--- src/rtl/dispatch_scoreboard_queue.sv ---
// In-order dispatch queue between fetch and decode. Holds the head instruction
// back while any tracked pipeline stage still has to write one of its sources.
module dispatch_scoreboard_queue #(
    parameter int CORE        = 0,
    parameter int DATA_WIDTH  = 32,
    parameter int QUEUE_DEPTH = 8,
    parameter int INDEX_WIDTH = 3,
    parameter int NUM_STAGES  = 4,
    parameter int REG_WIDTH   = 5
) (
    input  logic                          clock,
    input  logic                          reset,
    input  logic                          in_valid,
    input  logic [DATA_WIDTH-1:0]         in_instruction,
    output logic                          in_ready,
    input  logic [NUM_STAGES-1:0]         stage_valid,
    input  logic [NUM_STAGES*REG_WIDTH-1:0] stage_dest,
    input  logic                          flush,
    output logic                          out_valid,
    output logic [DATA_WIDTH-1:0]         out_instruction,
    input  logic                          out_ready,
    output logic [INDEX_WIDTH:0]          occupancy,
    output logic [15:0]                   stall_count,
    input  logic                          report
);

    localparam logic [INDEX_WIDTH:0] DEPTH_CNT = (INDEX_WIDTH+1)'(QUEUE_DEPTH);

    logic [DATA_WIDTH-1:0]  queue_mem [QUEUE_DEPTH];
    logic [INDEX_WIDTH-1:0] head_q, head_d;
    logic [INDEX_WIDTH-1:0] tail_q, tail_d;
    logic [INDEX_WIDTH:0]   count_q, count_d;
    logic [15:0]            stall_q, stall_d;

    logic [DATA_WIDTH-1:0]  head_instr;
    logic [6:0]             opcode;
    logic [REG_WIDTH-1:0]   rs1;
    logic [REG_WIDTH-1:0]   rs2;
    logic                   use_rs1;
    logic                   use_rs2;
    logic [NUM_STAGES-1:0]  stage_hit;
    logic                   hazard;
    logic                   not_empty;
    logic                   push;
    logic                   pop;

    // report and CORE only serve the simulation-side status print.
    logic unused_report;
    assign unused_report = report ^ (CORE != 0);

    assign head_instr = queue_mem[head_q];
    assign opcode     = head_instr[6:0];
    assign rs1        = head_instr[15 +: REG_WIDTH];
    assign rs2        = head_instr[20 +: REG_WIDTH];

    always_comb begin
        use_rs1 = 1'b0;
        use_rs2 = 1'b0;
        case (opcode)
            7'b0110011, 7'b0100011, 7'b1100011: begin
                use_rs1 = 1'b1;
                use_rs2 = 1'b1;
            end
            7'b0010011, 7'b0000011, 7'b1100111: begin
                use_rs1 = 1'b1;
            end
            default: begin
                use_rs1 = 1'b0;
                use_rs2 = 1'b0;
            end
        endcase
    end

    // x0 is hard-wired to zero, so a stage writing it never blocks issue.
    generate
        for (genvar gi = 0; gi < NUM_STAGES; gi++) begin : g_stage_cmp
            logic [REG_WIDTH-1:0] dest;
            assign dest = stage_dest[gi*REG_WIDTH +: REG_WIDTH];
            assign stage_hit[gi] = stage_valid[gi] && (dest != '0) &&
                                   ((use_rs1 && (dest == rs1)) ||
                                    (use_rs2 && (dest == rs2)));
        end
    endgenerate

    assign hazard    = |stage_hit;
    assign not_empty = (count_q != '0);

    assign in_ready        = (count_q != DEPTH_CNT);
    assign out_valid       = not_empty & ~hazard & ~flush;
    assign out_instruction = not_empty ? head_instr : '0;
    assign occupancy       = count_q;
    assign stall_count     = stall_q;

    assign push = in_valid & in_ready & ~flush;
    assign pop  = out_valid & out_ready;

    always_comb begin
        head_d  = head_q;
        tail_d  = tail_q;
        count_d = count_q;
        stall_d = stall_q;
        if (flush) begin
            head_d  = '0;
            tail_d  = '0;
            count_d = '0;
        end else begin
            if (push) begin
                tail_d = tail_q + 1'b1;
            end
            if (pop) begin
                head_d = head_q + 1'b1;
            end
            case ({push, pop})
                2'b10:   count_d = count_q + 1'b1;
                2'b01:   count_d = count_q - 1'b1;
                default: count_d = count_q;
            endcase
        end
        if (not_empty && hazard && !flush && (stall_q != 16'hFFFF)) begin
            stall_d = stall_q + 16'd1;
        end
    end

    always_ff @(posedge clock or negedge reset) begin
        if (!reset) begin
            head_q  <= '0;
            tail_q  <= '0;
            count_q <= '0;
            stall_q <= '0;
        end else begin
            head_q  <= head_d;
            tail_q  <= tail_d;
            count_q <= count_d;
            stall_q <= stall_d;
        end
    end

    // Storage is not reset; stale entries stay hidden behind count_q.
    always_ff @(posedge clock) begin
        if (push) begin
            queue_mem[tail_q] <= in_instruction;
        end
    end

endmodule

--- config.mk ---
export PLATFORM = sky130hd
export DESIGN_NAME = dispatch_scoreboard_queue
export DESIGN_NICKNAME = d
export VERILOG_FILES = /design/src/rtl/dispatch_scoreboard_queue.sv
export SDC_FILE = /design/constraint.sdc
export NUM_CORES = 1
export LEC_CHECK = 0
export CORE_MARGIN = 10
export CORE_UTILIZATION = 56
export CTS_CLUSTER_SIZE = 28
export DETAILED_ROUTE_END_ITERATION = 16
export GPL_TIMING_DRIVEN = 0
export PLACE_DENSITY = 0.78
export REMOVE_ABC_BUFFERS = 1
export SLEW_MARGIN = 5
export SYNTH_ARGS = -nofsm -noshare
export SYNTH_HDL_FRONTEND = slang
export SYNTH_SLANG_ARGS = --single-unit
--- constraint.sdc ---
create_clock -name clock -period 8.2 [get_ports clock]
set_clock_uncertainty 0.05 [all_clocks]
set_input_delay 1.23 -clock clock [delete_from_list [all_inputs] [get_ports clock]]
set_output_delay 1.23 -clock clock [all_outputs]
set_load 0.02 [all_outputs]
==> results_dict.tcl <==
set metrics [dict create \
    root_buffer "clkbuf_16" \
    grtUsageTotal 0.195 \
    synth-seq-cells 282 \
    syn_inst 715 \
    clk_path_buf_depth 3 \
    dr.pass1.iters 5 \
    post_cts_resized 0 \
    period_share 0.703 \
    cts_setup_buffers 0 \
    hold_slack_ns 0.439 \
    cp_top_family "flip-flops" \
    max_freq_mhz 174 \
    fin_ws_ns 2.44 \
    cp-end-kind "primary output" \
    drc 0 \
    routed_via_density 6.11 \
    leakagePower_uw 0.00490 \
    clock-sinks 282 \
    vias 7016 \
    final_cells 1149 \
    syn_avg_cell_area_um2 17.0 \
    cp-start-kind "register" \
    gp_congestion 0.868 \
    clk_latency_ns 0.53 \
    drive_above_1_share 0.172 \
    finalSetupViolations 0 \
    place_ws_ns 2.96 \
    critPathSlowestCell "dfrtp_4" \
    ys.flop_type "edfxtp_1" \
    crit_type "reg -> out" \
    diodes 0 \
    max_stage_delay_ns 0.88 \
    fin_setup_tns_ns 0 \
    wl_met1_um 11500 \
    highest_layer "met5" \
    numPortBuffers 114 \
    clk_pin_slew_worst_paths_ns 0.06 \
    cts_hold_buf 0 \
    met2_length_um 13500 \
    worstPathCellList "buf_16, mux4_2, nor2b_1, nor3_1, a2111oi_0, nand4_1, a41o_1, and3_1, clkdlybuf4s50_1" \
    wl_met3_um 2350 \
    pin_count 116 \
    relSlewSlack 0.478 \
    ys_seq_area_frac 0.684 \
    max-vdd-ir-drop_mv 0.233 \
    start_util 0.574 \
    h-tree-depth 1 \
    synth_area_um2 12200 \
    required_ns 6.92 \
    die_area_um2 28100 \
    drv_cap 0 \
    cts_tree "done" \
    critPathBufInv 2 \
    period_needed_ns 5.76 \
    crit_fanout 37 \
    wire_per_inst_um 24.2 \
    ant_nets 0 \
    die_y_um 168 \
    row_count 53 \
    die_w_um 168 \
    gr-total-overflow 0 \
    drt_iter0_markers 509 \
    dpl.cell_count 1097 \
    dpl.hpwl_um 18200 \
    nets 921 \
    worstMarginPinSlew_ns 0.781 \
    rsz0062_at_grt "false" \
    synth_edf_count 256 \
    status "complete, no violations" \
    arrival_ns 4.48 \
    timing.final.hold_violations 0 \
    slew_violations 0 \
    grt_pass1_wl_um 43100 \
    ys_types 68 \
    antenna_found_initial 1 \
    layout-area-overhead-vs-synth_pct 21.6 \
    grt_pass1_vias 7374 \
    numCtsBuffers 29 \
    core-area_um2 21200 \
    wl_um 27800 \
    grt_max_degree 55 \
    power_density_nw_per_um2 278 \
    hold_path.class "reg -> reg" \
    async_flop_share 0.0922 \
    yosys_warnings 0 \
]
synth_stat cells (all sizes together), types with 7 or more instances:
| cell | instances | area [µm²] |
|---|---|---|
| xor2 | 28 | 245 |
| o21ai | 13 | 68.8 |
| nor2 | 47 | 181 |
| a21o | 11 | 82.6 |
| nand4 | 7 | 43.8 |
| mux4 | 45 | 1010 |
| a22o | 8 | 70.1 |
| a22oi | 15 | 160 |
| nand3 | 15 | 75.1 |
| nor3 | 22 | 110 |
| buf | 18 | 180 |
| clkbuf | 11 | 41.3 |
| mux2i | 62 | 632 |
| dfrtp | 26 | 651 |
| nand2 | 27 | 101 |
| a21oi | 7 | 35.0 |
| edfxtp | 256 | 7690 |
layout by cell type, fill, tap and decap left out, types with 4 or more instances in the layout:
cell / instances
mux4_2: 45
clkinv_1: 5
o21ai_0: 9
clkinv_2: 8
xnor2_1: 6
a21o_1: 11
ha_1: 5
nor2_1: 39
nor3_1: 19
a22oi_1: 9
edfxtp_1: 256
buf_12: 4
bufinv_16: 5
mux2i_1: 59
nor2_4: 6
and3_1: 6
nand3_1: 15
buf_16: 5
buf_4: 10
nand2b_1: 6
a21boi_0: 4
clkbuf_16: 29
nor4_1: 5
nand4b_1: 4
clkdlybuf4s50_1: 113
a21oi_1: 7
a41oi_1: 4
nand2_1: 27
xor2_1: 28
dfrtp_1: 23
or4_1: 6
a22oi_2: 4
mux2_2: 4
a22o_1: 8
nand4_1: 7
registers in the layout, indices dropped and copies added, names as in the netlist:
register,flops
head_q,3
queue_mem,256
tail_q,3
occupancy,4
stall_count,16
through the flow:
step / total power, µW / area, µm² / util
5_1_grt: 4290 / 14800 / 0.698
4_1_cts: 4160 / 14800 / 0.698
6_report: 4110 / 14800 / 0.698
3_5_place_dp: 2830 / 13900 / 0.653
3_3_place_gp: 2810 / 13500 / 0.634
2_1_floorplan: 2370 / 12000 / -
worst paths after layout:
check,startpoint,to,slack [ns],cells after the start
worst min register to register,stall_count[10]$_DFFE_PN0P_,stall_count[10]$_DFFE_PN0P_,0.44,1
min in group asynchronous,reset,stall_count[8]$_DFFE_PN0P_,0.65,1
worst max register to register,head_q[0]$_DFFE_PN0P_,occupancy[3]$_DFFE_PN0P_,3.21,15
worst min-delay path,stall_count[10]$_DFFE_PN0P_,stall_count[10]$_DFFE_PN0P_,0.44,1
worst max-delay path,head_q[0]$_DFFE_PN0P_,out_valid,2.44,9
max in group asynchronous,reset,head_q[0]$_DFFE_PN0P_,7.01,1
final cells by class:
type	instances	area [µm²]
well taps	275	344
clock inverters	20	225
flip-flops and latches	282	8350
repair buffers	136	1470
inverters	3	11.3
fillers	1380	6410
clock buffers	32	737
multi-input cells	401	3680
cells by family after synthesis:
group,synth area share
flip-flops,0.684
AND/OR/NAND/NOR,0.0764
multiplexers,0.139
adder cells (fa/ha/maj),0.00678
XOR/XNOR,0.0263
AO/OA/AOI/OAI,0.0486
buffers and inverters,0.0191
per-layer routing:
layer  up-vias  global-route usage
met5         -                   0
met4         2              0.0469
met3        42              0.0503
met2       267               0.312
met1      3561               0.262
li1       3144                   -
where the power goes:
part | internal (µW) | total, µW | switching (µW)
Combinational | 530 | 1110 | 578
Sequential | 1610 | 1690 | 73.0
Clock | 801 | 1320 | 518
Total | 2940 | 4110 | 1170
Power figures use the tool's default switching activity.
